File: config.mk
export PLATFORM = sky130hd
export DESIGN_NAME = dlx_id_control
export DESIGN_NICKNAME = d
export VERILOG_FILES = /design/src/rtl/dlx_id_control.sv
export SDC_FILE = /design/constraint.sdc
export NUM_CORES = 1
export LEC_CHECK = 0
export BUFFER_PORTS_ARGS = -buffer_cell sky130_fd_sc_hd__buf_2
export CAP_MARGIN = 10
export CORE_MARGIN = 3
export CORE_UTILIZATION = 30
export DETAILED_ROUTE_END_ITERATION = 8
export GPL_ROUTABILITY_DRIVEN = 0
export PLACE_DENSITY = 0.49
export SLEW_MARGIN = 20
export SYNTH_ARGS = -nofsm -noshare
export SYNTH_HDL_FRONTEND = slang
export SYNTH_SLANG_ARGS = --single-unit
File: constraint.sdc
create_clock -name clk -period 2.2 [get_ports clk]
set_clock_uncertainty 0.2 [all_clocks]
set_input_delay 0.22 -clock clk [delete_from_list [all_inputs] [get_ports clk]]
set_output_delay 0.22 -clock clk [all_outputs]
set_load 0.1 [all_outputs]
File: src/rtl/dlx_id_control.sv
// DLX ID-stage control: decodes IF/ID, registers the control set into ID/EX,
// and owns load-use stalls, multiply holds and taken-branch squashing.
module dlx_id_control #(
    parameter int MUL_CYCLES = 4,
    parameter bit HAZARD_EN  = 1'b1
) (
    input  logic        clk,
    input  logic        rst_n,
    input  logic [0:31] id_instr,
    input  logic        id_valid,
    input  logic        ex_taken,
    output logic        if_stall,
    output logic        mul_busy,
    output logic        ex_valid,
    output logic        PCtoReg,
    output logic        regToPC,
    output logic        jump,
    output logic        branch,
    output logic        branchZero,
    output logic        RType,
    output logic        RegWrite,
    output logic        MemToReg,
    output logic        MemWrite,
    output logic        loadSign,
    output logic        mul,
    output logic        extOp,
    output logic        LHIOp,
    output logic [0:1]  DSize,
    output logic [0:3]  ALUCtrl,
    output logic [0:4]  ex_dest,
    output logic [0:4]  ex_rs1,
    output logic [0:4]  ex_rs2
);

    localparam int CW = $clog2(MUL_CYCLES) + 1;
    localparam logic [CW-1:0] MUL_LOAD = CW'(MUL_CYCLES - 1);

    localparam logic [3:0] ALU_ADD = 4'b0000, ALU_SUB = 4'b0001, ALU_SLT = 4'b0010,
                           ALU_SLE = 4'b0011, ALU_SGT = 4'b0100, ALU_SGE = 4'b0101,
                           ALU_SRA = 4'b0111, ALU_SLL = 4'b1001, ALU_SRL = 4'b1010,
                           ALU_SEQ = 4'b1011, ALU_SNE = 4'b1100, ALU_AND = 4'b1101,
                           ALU_OR  = 4'b1110, ALU_XOR = 4'b1111;

    localparam logic [1:0] DS_BYTE = 2'b01, DS_HALF = 2'b10, DS_WORD = 2'b11;

    localparam logic [5:0] OP_RTYPE = 6'h00, OP_FP    = 6'h01, OP_J     = 6'h02,
                           OP_JAL   = 6'h03, OP_BEQZ  = 6'h04, OP_BNEZ  = 6'h05,
                           OP_ADDI  = 6'h08, OP_ADDUI = 6'h09, OP_SUBI  = 6'h0A,
                           OP_SUBUI = 6'h0B, OP_ANDI  = 6'h0C, OP_ORI   = 6'h0D,
                           OP_XORI  = 6'h0E, OP_LHI   = 6'h0F, OP_JR    = 6'h12,
                           OP_JALR  = 6'h13, OP_SLLI  = 6'h14, OP_SRLI  = 6'h16,
                           OP_SRAI  = 6'h17, OP_SEQI  = 6'h18, OP_SNEI  = 6'h19,
                           OP_SLTI  = 6'h1A, OP_SGTI  = 6'h1B, OP_SLEI  = 6'h1C,
                           OP_SGEI  = 6'h1D, OP_LB    = 6'h20, OP_LH    = 6'h21,
                           OP_LW    = 6'h23, OP_LBU   = 6'h24, OP_LHU   = 6'h25,
                           OP_SB    = 6'h28, OP_SH    = 6'h29, OP_SW    = 6'h2B;

    localparam logic [5:0] F_SLL = 6'h04, F_SRL = 6'h06, F_SRA = 6'h07, F_ADD = 6'h20,
                           F_ADDU = 6'h21, F_SUB = 6'h22, F_SUBU = 6'h23, F_AND = 6'h24,
                           F_OR = 6'h25, F_XOR = 6'h26, F_SEQ = 6'h28, F_SNE = 6'h29,
                           F_SLT = 6'h2A, F_SGT = 6'h2B, F_SLE = 6'h2C, F_SGE = 6'h2D;

    localparam logic [4:0] FF_MULT = 5'h0E, FF_MULTU = 5'h16;

    typedef struct packed {
        logic       pc_to_reg;
        logic       reg_to_pc;
        logic       jump;
        logic       branch;
        logic       branch_zero;
        logic       r_type;
        logic       reg_write;
        logic       mem_to_reg;
        logic       mem_write;
        logic       load_sign;
        logic       mul;
        logic       ext_op;
        logic       lhi_op;
        logic [1:0] dsize;
        logic [3:0] alu_ctrl;
    } ctrl_t;

    logic [5:0] opcode;
    logic [4:0] rs1, rs2, rd;
    logic [5:0] func;
    logic [4:0] fp_func;
    logic       unused_shamt;

    assign opcode       = id_instr[0:5];
    assign rs1          = id_instr[6:10];
    assign rs2          = id_instr[11:15];
    assign rd           = id_instr[16:20];
    assign func         = id_instr[26:31];
    assign fp_func      = id_instr[27:31];
    assign unused_shamt = ^id_instr[21:25];

    ctrl_t      dec, cap_ctrl, ex_ctrl_q;
    logic [4:0] dec_dest;
    logic       use_rs1, use_rs2, is_imm;
    logic       ex_valid_q;
    logic [4:0] ex_dest_q, ex_rs1_q, ex_rs2_q;
    logic [CW-1:0] mul_cnt;
    logic       hazard;

    always_comb begin
        dec      = '0;
        dec_dest = '0;
        use_rs1  = 1'b1;
        use_rs2  = 1'b0;
        is_imm   = 1'b0;
        case (opcode)
            OP_RTYPE: begin
                dec.r_type    = 1'b1;
                dec.reg_write = 1'b1;
                dec_dest      = rd;
                use_rs2       = 1'b1;
                case (func)
                    F_SLL:         dec.alu_ctrl = ALU_SLL;
                    F_SRL:         dec.alu_ctrl = ALU_SRL;
                    F_SRA:         dec.alu_ctrl = ALU_SRA;
                    F_ADD, F_ADDU: dec.alu_ctrl = ALU_ADD;
                    F_SUB, F_SUBU: dec.alu_ctrl = ALU_SUB;
                    F_AND:         dec.alu_ctrl = ALU_AND;
                    F_OR:          dec.alu_ctrl = ALU_OR;
                    F_XOR:         dec.alu_ctrl = ALU_XOR;
                    F_SEQ:         dec.alu_ctrl = ALU_SEQ;
                    F_SNE:         dec.alu_ctrl = ALU_SNE;
                    F_SLT:         dec.alu_ctrl = ALU_SLT;
                    F_SGT:         dec.alu_ctrl = ALU_SGT;
                    F_SLE:         dec.alu_ctrl = ALU_SLE;
                    F_SGE:         dec.alu_ctrl = ALU_SGE;
                    default:       dec.alu_ctrl = ALU_ADD;
                endcase
            end
            OP_FP: begin
                dec.r_type    = 1'b1;
                dec.reg_write = 1'b1;
                dec_dest      = rd;
                use_rs2       = 1'b1;
                dec.mul       = (fp_func == FF_MULT) || (fp_func == FF_MULTU);
            end
            OP_J: begin
                dec.jump = 1'b1;
                use_rs1  = 1'b0;
            end
            OP_JAL: begin
                dec.jump      = 1'b1;
                dec.pc_to_reg = 1'b1;
                dec.reg_write = 1'b1;
                dec_dest      = 5'd31;
                use_rs1       = 1'b0;
            end
            OP_JR: begin
                dec.jump      = 1'b1;
                dec.reg_to_pc = 1'b1;
            end
            OP_JALR: begin
                dec.jump      = 1'b1;
                dec.reg_to_pc = 1'b1;
                dec.pc_to_reg = 1'b1;
                dec.reg_write = 1'b1;
                dec_dest      = 5'd31;
            end
            OP_BEQZ: begin
                dec.branch      = 1'b1;
                dec.branch_zero = 1'b1;
                dec.ext_op      = 1'b1;
            end
            OP_BNEZ: begin
                dec.branch = 1'b1;
                dec.ext_op = 1'b1;
            end
            OP_LHI: begin
                dec.lhi_op = 1'b1;
                is_imm     = 1'b1;
                use_rs1    = 1'b0;
            end
            OP_ADDI:  begin is_imm = 1'b1; dec.ext_op = 1'b1; end
            OP_ADDUI: is_imm = 1'b1;
            OP_SUBI:  begin is_imm = 1'b1; dec.ext_op = 1'b1; dec.alu_ctrl = ALU_SUB; end
            OP_SUBUI: begin is_imm = 1'b1; dec.alu_ctrl = ALU_SUB; end
            OP_ANDI:  begin is_imm = 1'b1; dec.alu_ctrl = ALU_AND; end
            OP_ORI:   begin is_imm = 1'b1; dec.alu_ctrl = ALU_OR; end
            OP_XORI:  begin is_imm = 1'b1; dec.alu_ctrl = ALU_XOR; end
            OP_SLLI:  begin is_imm = 1'b1; dec.alu_ctrl = ALU_SLL; end
            OP_SRLI:  begin is_imm = 1'b1; dec.alu_ctrl = ALU_SRL; end
            OP_SRAI:  begin is_imm = 1'b1; dec.alu_ctrl = ALU_SRA; end
            OP_SEQI:  begin is_imm = 1'b1; dec.ext_op = 1'b1; dec.alu_ctrl = ALU_SEQ; end
            OP_SNEI:  begin is_imm = 1'b1; dec.ext_op = 1'b1; dec.alu_ctrl = ALU_SNE; end
            OP_SLTI:  begin is_imm = 1'b1; dec.ext_op = 1'b1; dec.alu_ctrl = ALU_SLT; end
            OP_SGTI:  begin is_imm = 1'b1; dec.ext_op = 1'b1; dec.alu_ctrl = ALU_SGT; end
            OP_SLEI:  begin is_imm = 1'b1; dec.ext_op = 1'b1; dec.alu_ctrl = ALU_SLE; end
            OP_SGEI:  begin is_imm = 1'b1; dec.ext_op = 1'b1; dec.alu_ctrl = ALU_SGE; end
            OP_LB, OP_LH, OP_LW, OP_LBU, OP_LHU: begin
                dec.reg_write  = 1'b1;
                dec.mem_to_reg = 1'b1;
                dec.ext_op     = 1'b1;
                dec_dest       = rs2;
                dec.load_sign  = (opcode == OP_LB) || (opcode == OP_LH) || (opcode == OP_LW);
                dec.dsize      = (opcode == OP_LB || opcode == OP_LBU) ? DS_BYTE :
                                 (opcode == OP_LH || opcode == OP_LHU) ? DS_HALF : DS_WORD;
            end
            OP_SB, OP_SH, OP_SW: begin
                dec.mem_write = 1'b1;
                dec.ext_op    = 1'b1;
                use_rs2       = 1'b1;
                dec.dsize     = (opcode == OP_SB) ? DS_BYTE :
                                (opcode == OP_SH) ? DS_HALF : DS_WORD;
            end
            default: ;
        endcase
        if (is_imm) begin
            dec.reg_write = 1'b1;
            dec_dest      = rs2;
        end
    end

    // An invalid slot must never commit architectural state or redirect fetch.
    always_comb begin
        cap_ctrl = dec;
        if (!id_valid) begin
            cap_ctrl.reg_write = 1'b0;
            cap_ctrl.mem_write = 1'b0;
            cap_ctrl.jump      = 1'b0;
            cap_ctrl.branch    = 1'b0;
        end
    end

    assign hazard = HAZARD_EN && ex_valid_q && ex_ctrl_q.mem_to_reg && id_valid &&
                    (ex_dest_q != 5'd0) &&
                    ((use_rs1 && (rs1 == ex_dest_q)) || (use_rs2 && (rs2 == ex_dest_q)));

    assign mul_busy = (mul_cnt != '0);
    assign if_stall = mul_busy || (hazard && !ex_taken);

    // Priority: multiply hold, then squash, then load-use bubble, then normal issue.
    always_ff @(posedge clk or negedge rst_n) begin
        if (!rst_n) begin
            ex_valid_q <= 1'b0;
            ex_ctrl_q  <= '0;
            ex_dest_q  <= '0;
            ex_rs1_q   <= '0;
            ex_rs2_q   <= '0;
            mul_cnt    <= '0;
        end else if (mul_busy) begin
            mul_cnt <= mul_cnt - 1'b1;
        end else if (ex_taken || hazard) begin
            ex_valid_q <= 1'b0;
            ex_ctrl_q  <= '0;
            ex_dest_q  <= '0;
            ex_rs1_q   <= '0;
            ex_rs2_q   <= '0;
        end else begin
            ex_valid_q <= id_valid;
            ex_ctrl_q  <= cap_ctrl;
            ex_dest_q  <= dec_dest;
            ex_rs1_q   <= rs1;
            ex_rs2_q   <= rs2;
            if (id_valid && dec.mul) begin
                mul_cnt <= MUL_LOAD;
            end
        end
    end

    assign ex_valid   = ex_valid_q;
    assign PCtoReg    = ex_ctrl_q.pc_to_reg;
    assign regToPC    = ex_ctrl_q.reg_to_pc;
    assign jump       = ex_ctrl_q.jump;
    assign branch     = ex_ctrl_q.branch;
    assign branchZero = ex_ctrl_q.branch_zero;
    assign RType      = ex_ctrl_q.r_type;
    assign RegWrite   = ex_ctrl_q.reg_write;
    assign MemToReg   = ex_ctrl_q.mem_to_reg;
    assign MemWrite   = ex_ctrl_q.mem_write;
    assign loadSign   = ex_ctrl_q.load_sign;
    assign mul        = ex_ctrl_q.mul;
    assign extOp      = ex_ctrl_q.ext_op;
    assign LHIOp      = ex_ctrl_q.lhi_op;
    assign DSize      = ex_ctrl_q.dsize;
    assign ALUCtrl    = ex_ctrl_q.alu_ctrl;
    assign ex_dest    = ex_dest_q;
    assign ex_rs1     = ex_rs1_q;
    assign ex_rs2     = ex_rs2_q;

endmodule

==> results.txt, run 1 <==
The most used flip-flop cell after synthesis is dfrtp_1. TritonCTS built the clock tree. Clock latency on the worst-skew pair, taken at its later pin, is 0.30 ns.

The sum of met2 wire segment lengths after detailed routing is 3.51 mm. The cell area reported after detailed placement came out at 0.00308 mm^2. The peak supply drop is 0.000598 V. The wire-length estimate of the detail-placed layout is 5.45 mm. The routed layout has 2488 vias. The per-cell via count in the routed design is 5.05.

The floorplan step set the die width to 95.6 um. In the final design database the tool counted 433 nets. After clock tree synthesis, the clock-pin slew on the worst setup and hold paths is 0.09 ns. The count of buffers from port buffering came out at 67.

The post-synthesis to final-layout area growth is 45.8%. The placeable core region came out at 0.00777 mm^2. 0 antenna diodes ended up in the layout. The mean instance size in the synthesized netlist came out at 8.33 um^2. The aggregate global routing overflow came out at 0. The number of placed I/O pins is 73. The critical path required time came out at 1.78 ns. For the finished layout, the period the worst path requires is 2.52 ns. Yosys attributes the largest share of cell area to dfrtp_1 (39%), nand2_1 (7.9%), o21ai_0 (7.1%). The initial antenna violation count came out at 0.

The height of the die is 95.6 um. The global-route wire length before repair is 11.8 mm. The layout cell share with drive strength beyond 1 came out at 0.384.

The count of flip-flops with a built-in enable after synthesis came out at 0. The number of placed instances with taps included came out at 469. Counting the buffers created by CTS gives 5. STA classifies the critical path startpoint as a flip-flop. The share of synthesized area in the top cell type comes to 0.395.

The maximum achievable frequency is 397 MHz. The floorplan row count is 32. The setup violation total in the final timing report came out at 37. After detailed routing, the total wire length is 7.51 mm. In this run the tightest slew margin relative to its limit is 0.434. CTS saw 38 sinks. The sequential cell area fraction in the yosys report is 0.395. The total power per unit cell area came out at 1290 mW/mm^2.

The length of routed met3 wiring came out at 292 um. The effective utilization at floorplan came out at 0.310. Of all nets on the critical path, the largest fanout is 2. The max-cap check violation count is 0. dfrtp_1 takes more of the synthesized area than any other cell. In this run, the number of DRC markers left after iteration 0 of detailed routing was 113. The detailed router used layers up to and including met4. The detailed-routing wirelength on met1 is 3.61 mm. No sink is reached through more buffers than the 2 on the longest clock path.

The hold violation total from the final report is 0. The tree is rooted in a clkbuf_8. In the final routed layout, each cell accounts on average for 15.2 um. The number of warnings issued by yosys is 0. In this run the static leakage power is 1.64 nW.

The via count of the first global-routing pass is 2321. When the netlist entered floorplanning its net count stood at 332. Setup repair after global routing could not meet its margin everywhere. The worst setup path is captured at an output port. The number of cells in the finished layout apart from fillers came out at 493. The number of storage elements in the synthesis netlist is 38.

The final reports fail on setup timing. The share of flip-flops with an asynchronous set or reset after synthesis is 1.00. After synthesis the cells add up to 0.00241 mm^2. The pin count of the biggest net entering global routing came out at 39. The post-layout instance area is 0.00351 mm^2. The number of filler instances in the final layout came out at 848.

The path type of the worst setup path is reg2out. The number of distinct library cell variants in the gate-level netlist after synthesis came out at 49. The final-report max-slew violation count came out at 0. The maximum level of the CTS H-tree is 2. The global-route usage over all layers is 0.164. The post-synthesis instance total is 289.

The number of design rule violations left after detail routing came out at 0. The run finished, with violations left. Dividing the final minimum period by the clock period gives 1.15. The slew at the pin closest to its max-slew limit came out at 0.846 ns. The antenna violation net count after detailed routing is 0. The worst hold path class is in2reg. The data arrival at the endpoint of the critical path came out at 2.10 ns. The number of detailed-route iterations in the first pass is 4.

Across all register-to-register paths, the minimum setup slack is -0.28 ns. The die outline area came out at 0.00914 mm^2. The final critical-path setup slack came out at -0.322 ns.
[per-stage QoR]
step / setup TNS (ns) / total power, W / util / hold WS, ns / worst slack (ns)
after global routing: -9.32 / 0.00474 / 0.452 / 0.0324 / -0.357
after detailed placement: -5.94 / 0.00362 / 0.397 / 0.108 / -0.302
after floorplan: -6.39 / 0.00302 / - / -0.276 / -0.325
after CTS: -6.67 / 0.00449 / 0.446 / 0.0160 / -0.329
after global placement: -4.01 / 0.00361 / 0.397 / 0.103 / -0.238
final: -7.18 / 0.00451 / 0.452 / 0.0276 / -0.322
[path summary, 6_finish.rpt]
kind                              start          to  depth (start not counted)
setup / recovery             ex_dest[3]    if_stall                          7
hold / removal             id_instr[16]  ex_dest[0]                          3
setup reg to reg             ex_dest[3]  mul_cnt[1]                          7
hold reg to reg                     mul         mul                          2
max in group asynchronous         rst_n    ex_valid                          3
min in group asynchronous         rst_n   ex_rs2[1]                          3
[kinds of logic after synthesis]
family | Yosys count | synth area share
AOI/OAI and AO/OA | 95 | 0.256
xor gates and xnor gates | 12 | 0.0436
adders and majority gates | 7 | 0.0364
buffers and inverters | 33 | 0.0545
DFF | 38 | 0.395
muxes | 4 | 0.0182
and+or+nand+nor | 100 | 0.196
[power breakdown]
group          leakage (nW)  internal [W]  switching, W
clock                0.0683      0.000455      0.000272
sequential            0.499      0.000914      0.000122
combinational          1.08      0.000673       0.00208
total                  1.64       0.00204       0.00247
[cells in the final DEF, fill, tap and decap left out, types with 5 or more instances in the layout]
master	instances
o21ai_1	19
o31ai_1	5
a21oi_1	11
xor2_1	5
nand2_1	51
buf_4	36
inv_1	10
dlygate4sd3_1	11
clkbuf_8	5
ha_1	7
xnor2_1	6
nor2_1	8
o21ai_2	6
dfrtp_2	5
o21ai_0	12
buf_2	65
nand3_1	9
a221oi_1	5
dfrtp_1	31
nand2b_1	10
[sequential cells by signal, summed over array words and instances (netlist names), 2 cells and up]
register	flops
ex_dest	5
ex_rs1	5
ex_rs2	5
ALUCtrl	4
mul_cnt	3
DSize	2
[cell type report]
| type | instances | area, um^2 | area share |
|---|---|---|---|
| inverters | 11 | 41.3 | 0.0118 |
| clock buffers | 5 | 68.8 | 0.0196 |
| repair buffers | 116 | 768 | 0.219 |
| multi-input cells | 218 | 1470 | 0.419 |
| well taps | 102 | 128 | 0.0364 |
| flip-flops and latches | 38 | 965 | 0.275 |
| clock inverters | 3 | 68.8 | 0.0196 |
[routing by layer]
layer / up-vias / track usage
met5: - / 0
met1: 1185 / 0.237
met2: 54 / 0.255
met3: 8 / 0.0205
li1: 1241 / -
met4: 0 / 0.0438
[critical path, stage by stage, from the launching register on]
cell     delay (ns)
dfrtp_4        0.48
or4_4          0.53
o21ai_4        0.17
nor4_2         0.08
buf_4          0.16
a21oi_4        0.14
o21ai_4        0.07
buf_12         0.18
[timing repair]
| item | in CTS | in global routing |
|---|---|---|
| buffers inserted | 3 | 2 |
| pin swaps | 11 | 3 |
| hold buffers | 11 | 0 |
| setup endpoints to repair | 37 | 37 |
| gates resized for setup | 40 | 5 |
| hold endpoints to repair | 48 | 0 |
[synth_stat cells, types with 2 or more instances]
cell type	count
a221oi_1	5
a22o_1	2
o21ai_1	5
dfrtp_1	38
mux2_2	3
xnor2_1	7
o21ai_0	34
nand2_1	51
a22oi_1	3
nor2_1	8
nand3_1	9
o211ai_1	3
o2111ai_1	3
o31ai_2	2
o41ai_1	3
inv_1	10
ha_1	7
nor2b_1	2
nand2b_1	10
a211oi_1	2
xor2_1	5
nor4_1	3
a211o_1	2
clkbuf_1	20
and3_1	5
a31oi_1	2
nor3_1	3
o31ai_1	8
a21oi_1	13
or2_1	2
(Power assumes the default switching activity.)
==> run 2, diff against run 1 <==
--- a/config.mk
+++ b/config.mk
@@ -8,3 +8,3 @@
 export BUFFER_PORTS_ARGS = -buffer_cell sky130_fd_sc_hd__buf_2
-export CAP_MARGIN = 10
+export CAP_MARGIN = 20
 export CORE_MARGIN = 3
--- a/constraint.sdc
+++ b/constraint.sdc
@@ -4,2 +4,2 @@
 set_output_delay 0.22 -clock clk [all_outputs]
-set_load 0.1 [all_outputs]
+set_load 0.005 [all_outputs]
==> run 2 against run 1 <==
  * Global-route usage shrank 0.20 points
  * Clock power shrank 1%
  * The flow still finishes with violations (setup timing)
  * Final area rose by 1.4%
  * Largest cell class unchanged
==> results.txt, run 2 (synthesized netlist as in run 1, its figures left out) <==
Leaving out fill and tap cells, the most frequent cell in the layout is buf_2. The max-cap check violation count is 0 (unchanged). The final period demand of the worst path came out at 2.41 ns (-0.114 ns).

The initial antenna violation count came out at 0 (unchanged). The total number of clock tree sinks came out at 38 (unchanged). The critical path required time came to 2.19 ns (+0.41 ns). The per-cell via count in the routed design is 5.03 (-0.32%). The setup path with the least slack is of type reg2reg. The placeable core region came out at 0.00777 mm^2 (unchanged).

The clock latency at the later pin of the worst-skew pair came out at 0.29 ns (about the same). The count of buffers from port buffering was 67 (unchanged). The CTS tree is yes. The effective utilization at floorplan came out at 0.310 (unchanged). The aggregate global routing overflow is 0 (unchanged). STA classifies the critical path endpoint as a flip-flop. The relative contribution of the clock network to total power was 0.228 (+0.067). The number of detailed-route iterations in the first pass came out at 4 (unchanged).

The pin count of the biggest net entering global routing came out at 49 (+26%). The detailed router's first-iteration violation count was 88 (-22%). The part of the power in combinational logic came out at 0.454 (-0.155). The worst register-to-register path begins at ex_dest[0]. The height of the die came to 95.6 um (unchanged). The worst setup path is launched from a flip-flop. The layout cell share with drive strength beyond 1 came out at 0.407 (+0.0230). Setup repair after global routing could not meet its margin everywhere.

The largest fanout on the critical path is 6 (+4). The depth of the worst hold-timing path is 3 (unchanged). The net switching component of the power is 0.00114 W (-54%). The peak supply drop came out at 0.000392 V (-34%). The hold violation total from the final report is 0 (unchanged). The data arrival at the endpoint of the critical path is 2.40 ns (+0.30 ns). The via count of the first global-routing pass was 2261 (-2.6%). The maximum achievable frequency was 415 MHz (+4.7%).

The endpoint of the lowest-slack register-to-register path is regToPC. The die outline area came to 0.00914 mm^2 (unchanged). The global-route wire length before repair is 11.5 mm (-2.1%). The root buffer cell chosen for the clock tree is clkbuf_8. The maximum level of the CTS H-tree is 2 (unchanged). The top cell types in the final layout, fill and taps aside, are buf_2 (67), nand2_1 (51), dfrtp_1 (38), buf_4 (31), o21ai_2 (22). The number of design rule violations left after detail routing came to 0 (unchanged). The worst hold path endpoint is ex_rs2[0]. The met3 usage is 0.0237 (+0.00316).

The met2 usage is 0.247 (-0.00811). The number of placed I/O pins came to 73 (unchanged). The number of placed instances with taps included is 470 (+0.21%).

The switching share of power came out at 0.362 (-0.185). The internal power contribution came out at 0.00201 W (-1.4%). The final critical-path setup slack came out at -0.208 ns (+0.114 ns). The run finished, with violations left. The pre-CTS setup slack is -0.223 ns (+0.0789 ns). The clock-pin slew reported for the worst setup and hold paths after clock tree synthesis is 0.08 ns (about the same). The total detailed-routing wirelength came out at 7.38 mm (-1.8%).

The number of cells on the worst reg-to-reg path is 7 (unchanged). The worst hold path startpoint is id_instr[11]. The total via count in the routed design is 2480 (-0.32%).

The number of buffers created by CTS is 5 (unchanged). The tightest slew margin relative to the limit is 0.431 (-0.00317). The checks that failed: setup timing. The part of the cycle the worst path needs came out at 1.09 (-0.0519). The detail-routed net length per standard cell was 15.0 um (-1.8%).

The clock tree buffer depth came out at 2 (unchanged). The total power per unit cell area is 887 mW/mm^2 (-31%). The horizontal extent of the die is 95.6 um (unchanged). The static leakage came out at 1.69 nW (+2.9%). The layer flagged by global routing as most heavily used is met2.

The placed wire-length estimate after detailed placement is 5.46 mm (+0.17%). The setup violation total in the final timing report is 34 (-8.1%). The floorplan row count came out at 32 (unchanged). The post-synthesis to final-layout area growth came out at 47.7%. The number of cells in the finished layout apart from fillers is 493 (unchanged).

The part of the power in registers is 0.318 (+0.088). The met1 routing resource usage after global routing came out at 0.233 (-0.00377). The global-route usage over all layers came out at 0.162 (-0.00195). The antenna violation net count after detailed routing came to 0 (unchanged). The flop-to-flop setup slack came out at -0.21 ns (+0.07 ns). The worst hold path class is in2reg. The count of inserted antenna diode cells is 0 (unchanged).

The slew at the pin closest to its max-slew limit is 0.851 ns (+0.00474 ns). The final core utilization came out at 0.458 (+0.00612). The number of nets in the layout is 433 (unchanged). The final-report max-slew violation count came out at 0 (unchanged).
[run 2: worst max-delay path by stage]
stage	from	to	cells after the start
floorplan	ex_dest[0]	DSize[1]	7
global placement	ex_dest[0]	ex_dest[4]	7
detailed placement	ex_dest[0]	ex_dest[4]	7
CTS	ex_dest[0]	if_stall	7
global route	ex_dest[0]	ALUCtrl[2]	7
finish	ex_dest[0]	regToPC	7
[run 2: final cells by class]
type	count	area (um^2)
well taps	102	128
clock inverters	3	68.8
flip-flops and latches	38	951
clock buffers	5	68.8
fillers	800	4210
multi-input cells	218	1530
repair buffers	116	771
inverters	11	41.3
[run 2: per-layer routing]
layer / vias up / part of all wire
met1: 1179 / 0.45
li1: 1240 / -
met4: 0 / 0.012
met2: 54 / 0.49
met5: - / 0
met3: 7 / 0.049
[run 2: critical path, cell delays in order, from the launching register on]
cell and delay (ns):
dfrtp_1 0.38, or4_4 0.55, o21ai_4 0.22, a21oi_2 0.06
a211o_4 0.37, buf_6 0.14, buf_4 0.12, o41ai_2 0.25
[run 2: what timing repair did]
action | 4_1_cts | 5_1_grt
buffers inserted | 1 | 4
endpoints found under the hold margin | 30 | 0
resized for setup | 10 | 61
hold buffers | 10 | 0
pin swaps | 3 | 24
cloned | 0 | 0
setup endpoints to repair | 33 | 37
[run 2: per-stage QoR]
step,hold WS (ns),area [um^2],total power [W],setup TNS (ns)
2_1_floorplan,-0.276,2410,0.00166,-0.796
3_3_place_gp,0.0301,3050,0.00219,-3.28
3_5_place_dp,0.0310,3050,0.00220,-4.16
4_1_cts,0.0112,3330,0.00297,-3.78
5_1_grt,0.0327,3560,0.00339,-6.08
6_report,0.0274,3560,0.00316,-3.66
[run 2: power groups by stage]
stage / clock, W / sequential, W / combinational [W]
global route: 0.000761 / 0.00103 / 0.00159
detailed placement: 0 / 0.00102 / 0.00119
floorplan: 0 / 0.00106 / 0.000609
finish: 0.000719 / 0.00100 / 0.00143
CTS: 0.000740 / 0.00100 / 0.00123
global placement: 0 / 0.00101 / 0.00119
==> run 3, diff against run 2 <==
--- a/config.mk
+++ b/config.mk
@@ -14,2 +14,3 @@
 export PLACE_DENSITY = 0.49
+export SETUP_SLACK_MARGIN = 0.1
 export SLEW_MARGIN = 20
==> constraint.sdc (replaced) <==
create_clock -name clk -period 2.2 [get_ports clk]
set_clock_uncertainty 0.2 [all_clocks]
set_input_delay 0.11 -clock clk [delete_from_list [all_inputs] [get_ports clk]]
set_output_delay 0.11 -clock clk [all_outputs]
set_load 0.005 [all_outputs]
==> run 3 against run 2 <==
  * Maximum frequency is 1.5% higher
  * Core utilization is 0.39 points lower
  * Cell count fell by 0.20%
  * Largest power group unchanged
  * The flow still finishes with violations (setup timing)
  * Highest routed layer unchanged
  * Count of clock-buffer cells in the layout grew 1
  * Sequential cell count unchanged
  * Critical path type unchanged
  * Critical endpoint is now ALUCtrl[2]
  * Largest cell class unchanged
==> results.txt, run 3 (synthesized netlist as in run 1, its figures left out) <==
The run finished, with violations left. The final reports fail on setup timing. The detail-routed net length per standard cell came to 15.3 um (+2.1%). The static leakage is 1.66 nW (-1.6%).

The horizontal extent of the die was 95.6 um (unchanged). The layout cell share with drive strength beyond 1 is 0.379 (-0.0272). The met3 usage came out at 0.0229 (-0.000789). The number of placed instances with taps included came out at 465 (-1.1%).

The number of filler instances in the final layout is 790 (-1.3%). The count of inserted antenna diode cells was 0 (unchanged). The worst hold path endpoint is LHIOp. STA classifies the critical path startpoint as a flip-flop.

The worst register-to-register path begins at ex_dest[0]. The maximum achievable frequency is 422 MHz (+1.5%). The total detailed-routing wirelength came out at 7.52 mm (+1.8%). TritonCTS built the clock tree. The layer flagged by global routing as most heavily used is met2.

The maximum level of the CTS H-tree came out at 2 (unchanged). Setup repair after global routing could not meet its margin everywhere. Compared with the post-synthesis result, the final layout area differs by 46.5%.

The maximum single-stage delay on the critical path was 0.55 ns (about the same). The detailed router's first-iteration violation count is 131 (+49%). Leaving out fill and tap cells, the most frequent cells in the layout are buf_2 (67), nand2_1 (51), dfrtp_1 (38), buf_4 (26), o21ai_2 (17). The number of cells on the worst reg-to-reg path came out at 7 (unchanged).

The antenna violation net count after detailed routing is 0 (unchanged). The met1 routing resource usage after global routing came to 0.238 (+0.00484). The effective utilization at floorplan is 0.310 (unchanged). The max-cap check violation count came out at 0 (unchanged). The via count of the first global-routing pass is 2253 (-0.35%). The total power per unit cell area came out at 817 mW/mm^2 (-7.9%). The worst hold path begins at ex_taken. The per-cell via count in the routed design is 5.04 (+0.12%). The sum of internal, switching and leakage power came out at 0.00288 W (-8.7%).

The global-route wire length before repair was 11.7 mm (+1.5%). The tightest min-delay check is of the in2reg type. The total buffers and inverters traversed by the critical path is 1 (-1). The pin count of the biggest net entering global routing came out at 49 (unchanged). The initial antenna violation count came out at 0 (unchanged). The global-route usage over all layers is 0.163 (+0.00143). The die outline area is 0.00914 mm^2 (unchanged).

The number of nets in the layout is 433 (unchanged). The number of detailed-route iterations in the first pass is 4 (unchanged). The clock tree buffer depth came out at 2 (unchanged). The total via count in the routed design is 2478 (-0.081%). The met2 usage came to 0.246 (-0.00116).

The count of buffers from port buffering came out at 67 (unchanged). The number of design rule violations left after detail routing is 0 (unchanged). The placed wire-length estimate after detailed placement was 5.51 mm (+1.0%).

The final period demand of the worst path is 2.37 ns (-0.0362 ns). The part of the cycle the worst path needs is 1.08 (-0.0165). The peak supply drop came out at 0.000377 V (-4.0%). The tightest slew margin relative to the limit is 0.402 (-0.0289). The largest fanout on the critical path is 6 (unchanged). The number of placed I/O pins was 73 (unchanged). The combined area of the multi-input logic cells came out at 0.00155 mm^2 (+1.1%). The height of the die came out at 95.6 um (unchanged). The floorplan row count came out at 32 (unchanged). The post-layout instance area came out at 0.00353 mm^2 (-0.84%).

The buffer cell driving the clock tree root is clkbuf_8. The critical path in this run is classified as reg2reg. The final-report max-slew violation count came out at 0 (unchanged). The flop-to-flop setup slack came out at -0.17 ns (+0.04 ns). The number of cells in the finished layout apart from fillers was 492 (-0.20%). The depth of the worst hold-timing path was 3 (unchanged).

The final core utilization is 0.454 (-0.00387). The hold violation total from the final report is 0 (unchanged). On the critical path the largest part of the delay comes from compound AO/OA/AOI/OAI gates. The aggregate global routing overflow is 0 (unchanged). The placeable core region came out at 0.00777 mm^2 (unchanged).

The clock latency at the later pin of the worst-skew pair came to 0.29 ns (about the same). The clock-pin slew reported for the worst setup and hold paths after clock tree synthesis is 0.08 ns (about the same). The critical path required time is 2.22 ns (+0.03 ns). Leaving out fill and tap cells, the most frequent cell in the layout is buf_2. The cell area reported after detailed placement is 0.00301 mm^2 (-1.2%). The endpoint of the lowest-slack register-to-register path is ALUCtrl[2]. The number of buffers created by CTS is 5 (unchanged). The worst setup path is captured at a flip-flop.

The sequential cell area was 951 um^2 (unchanged). The slew at the pin closest to its max-slew limit came to 0.894 ns (+0.0432 ns). On the critical path, the stage with the largest delay is an instance of or4_4. The total number of clock tree sinks came out at 38 (unchanged). The signal on the critical path passes through or4_4 -> o21ai_4 -> a21oi_2 -> a211o_4 -> buf_6 -> a211o_1 -> o21ai_1. The setup violation total in the final timing report was 33 (-2.9%). The final critical-path setup slack is -0.171 ns (+0.0362 ns). The data arrival at the endpoint of the critical path is 2.39 ns (about the same).
-- run 3: layer usage --
metal  vias to the layer above  share of wire
met1                      1178           0.49
met2                        54           0.46
met5                         -              0
met4                         0          0.016
li1                       1237              -
met3                         9          0.033
-- run 3: where the power goes --
part	internal (W)	total, W	switching [W]
sequential	0.000895	0.00101	0.000113
clock	0.000217	0.000458	0.000240
combinational	0.000649	0.00142	0.000768
total	0.00176	0.00288	0.00112
-- run 3: how the worst max path moves through the flow --
stage               startpoint    endpoint  slack [ns]  depth (start not counted)
finish              ex_dest[0]  ALUCtrl[2]       -0.17                          7
global route        ex_dest[2]  ALUCtrl[3]       -0.25                          7
CTS                 ex_dest[0]  ex_dest[1]       -0.14                          7
detailed placement  ex_dest[0]  ex_dest[2]       -0.24                          7
global placement    ex_dest[0]  ex_dest[4]       -0.16                          7
floorplan           ex_dest[0]    DSize[1]       -0.10                          7
-- run 3: final cells by class --
type,instances,share of cell area
inverters,11,0.0117
well taps,102,0.0362
repair buffers,116,0.222
multi-input cells,218,0.438
clock buffers,6,0.0206
flip-flops and latches,38,0.270
clock inverters,1,0.00213
-- run 3: worst register-to-register path: stages (launching register included) --
cell and delay (ns):
dfrtp_1 0.38, or4_4 0.55, o21ai_4 0.21, a21oi_2 0.07, a211o_4 0.37, buf_6 0.14, a211o_1 0.27, o21ai_1 0.12
-- run 3: stage by stage --
stage	setup slack, ns	TNS (ns)	hold WS (ns)
final	-0.171	-2.86	0.0188
after global placement	-0.158	-2.31	-0.176
after floorplan	-0.102	-0.802	-0.386
after global routing	-0.249	-4.96	0.0285
after detailed placement	-0.237	-3.56	-0.174
after CTS	-0.140	-2.74	0.00459
-- run 3: repair_timing --
| item | in CTS | in global routing |
|---|---|---|
| hold endpoints to repair | 53 | 0 |
| hold buffers | 16 | 0 |
| pin swaps | 19 | 13 |
| buffers inserted | 5 | 1 |
| gates resized for setup | 53 | 16 |
| endpoints found under the setup margin | 37 | 37 |
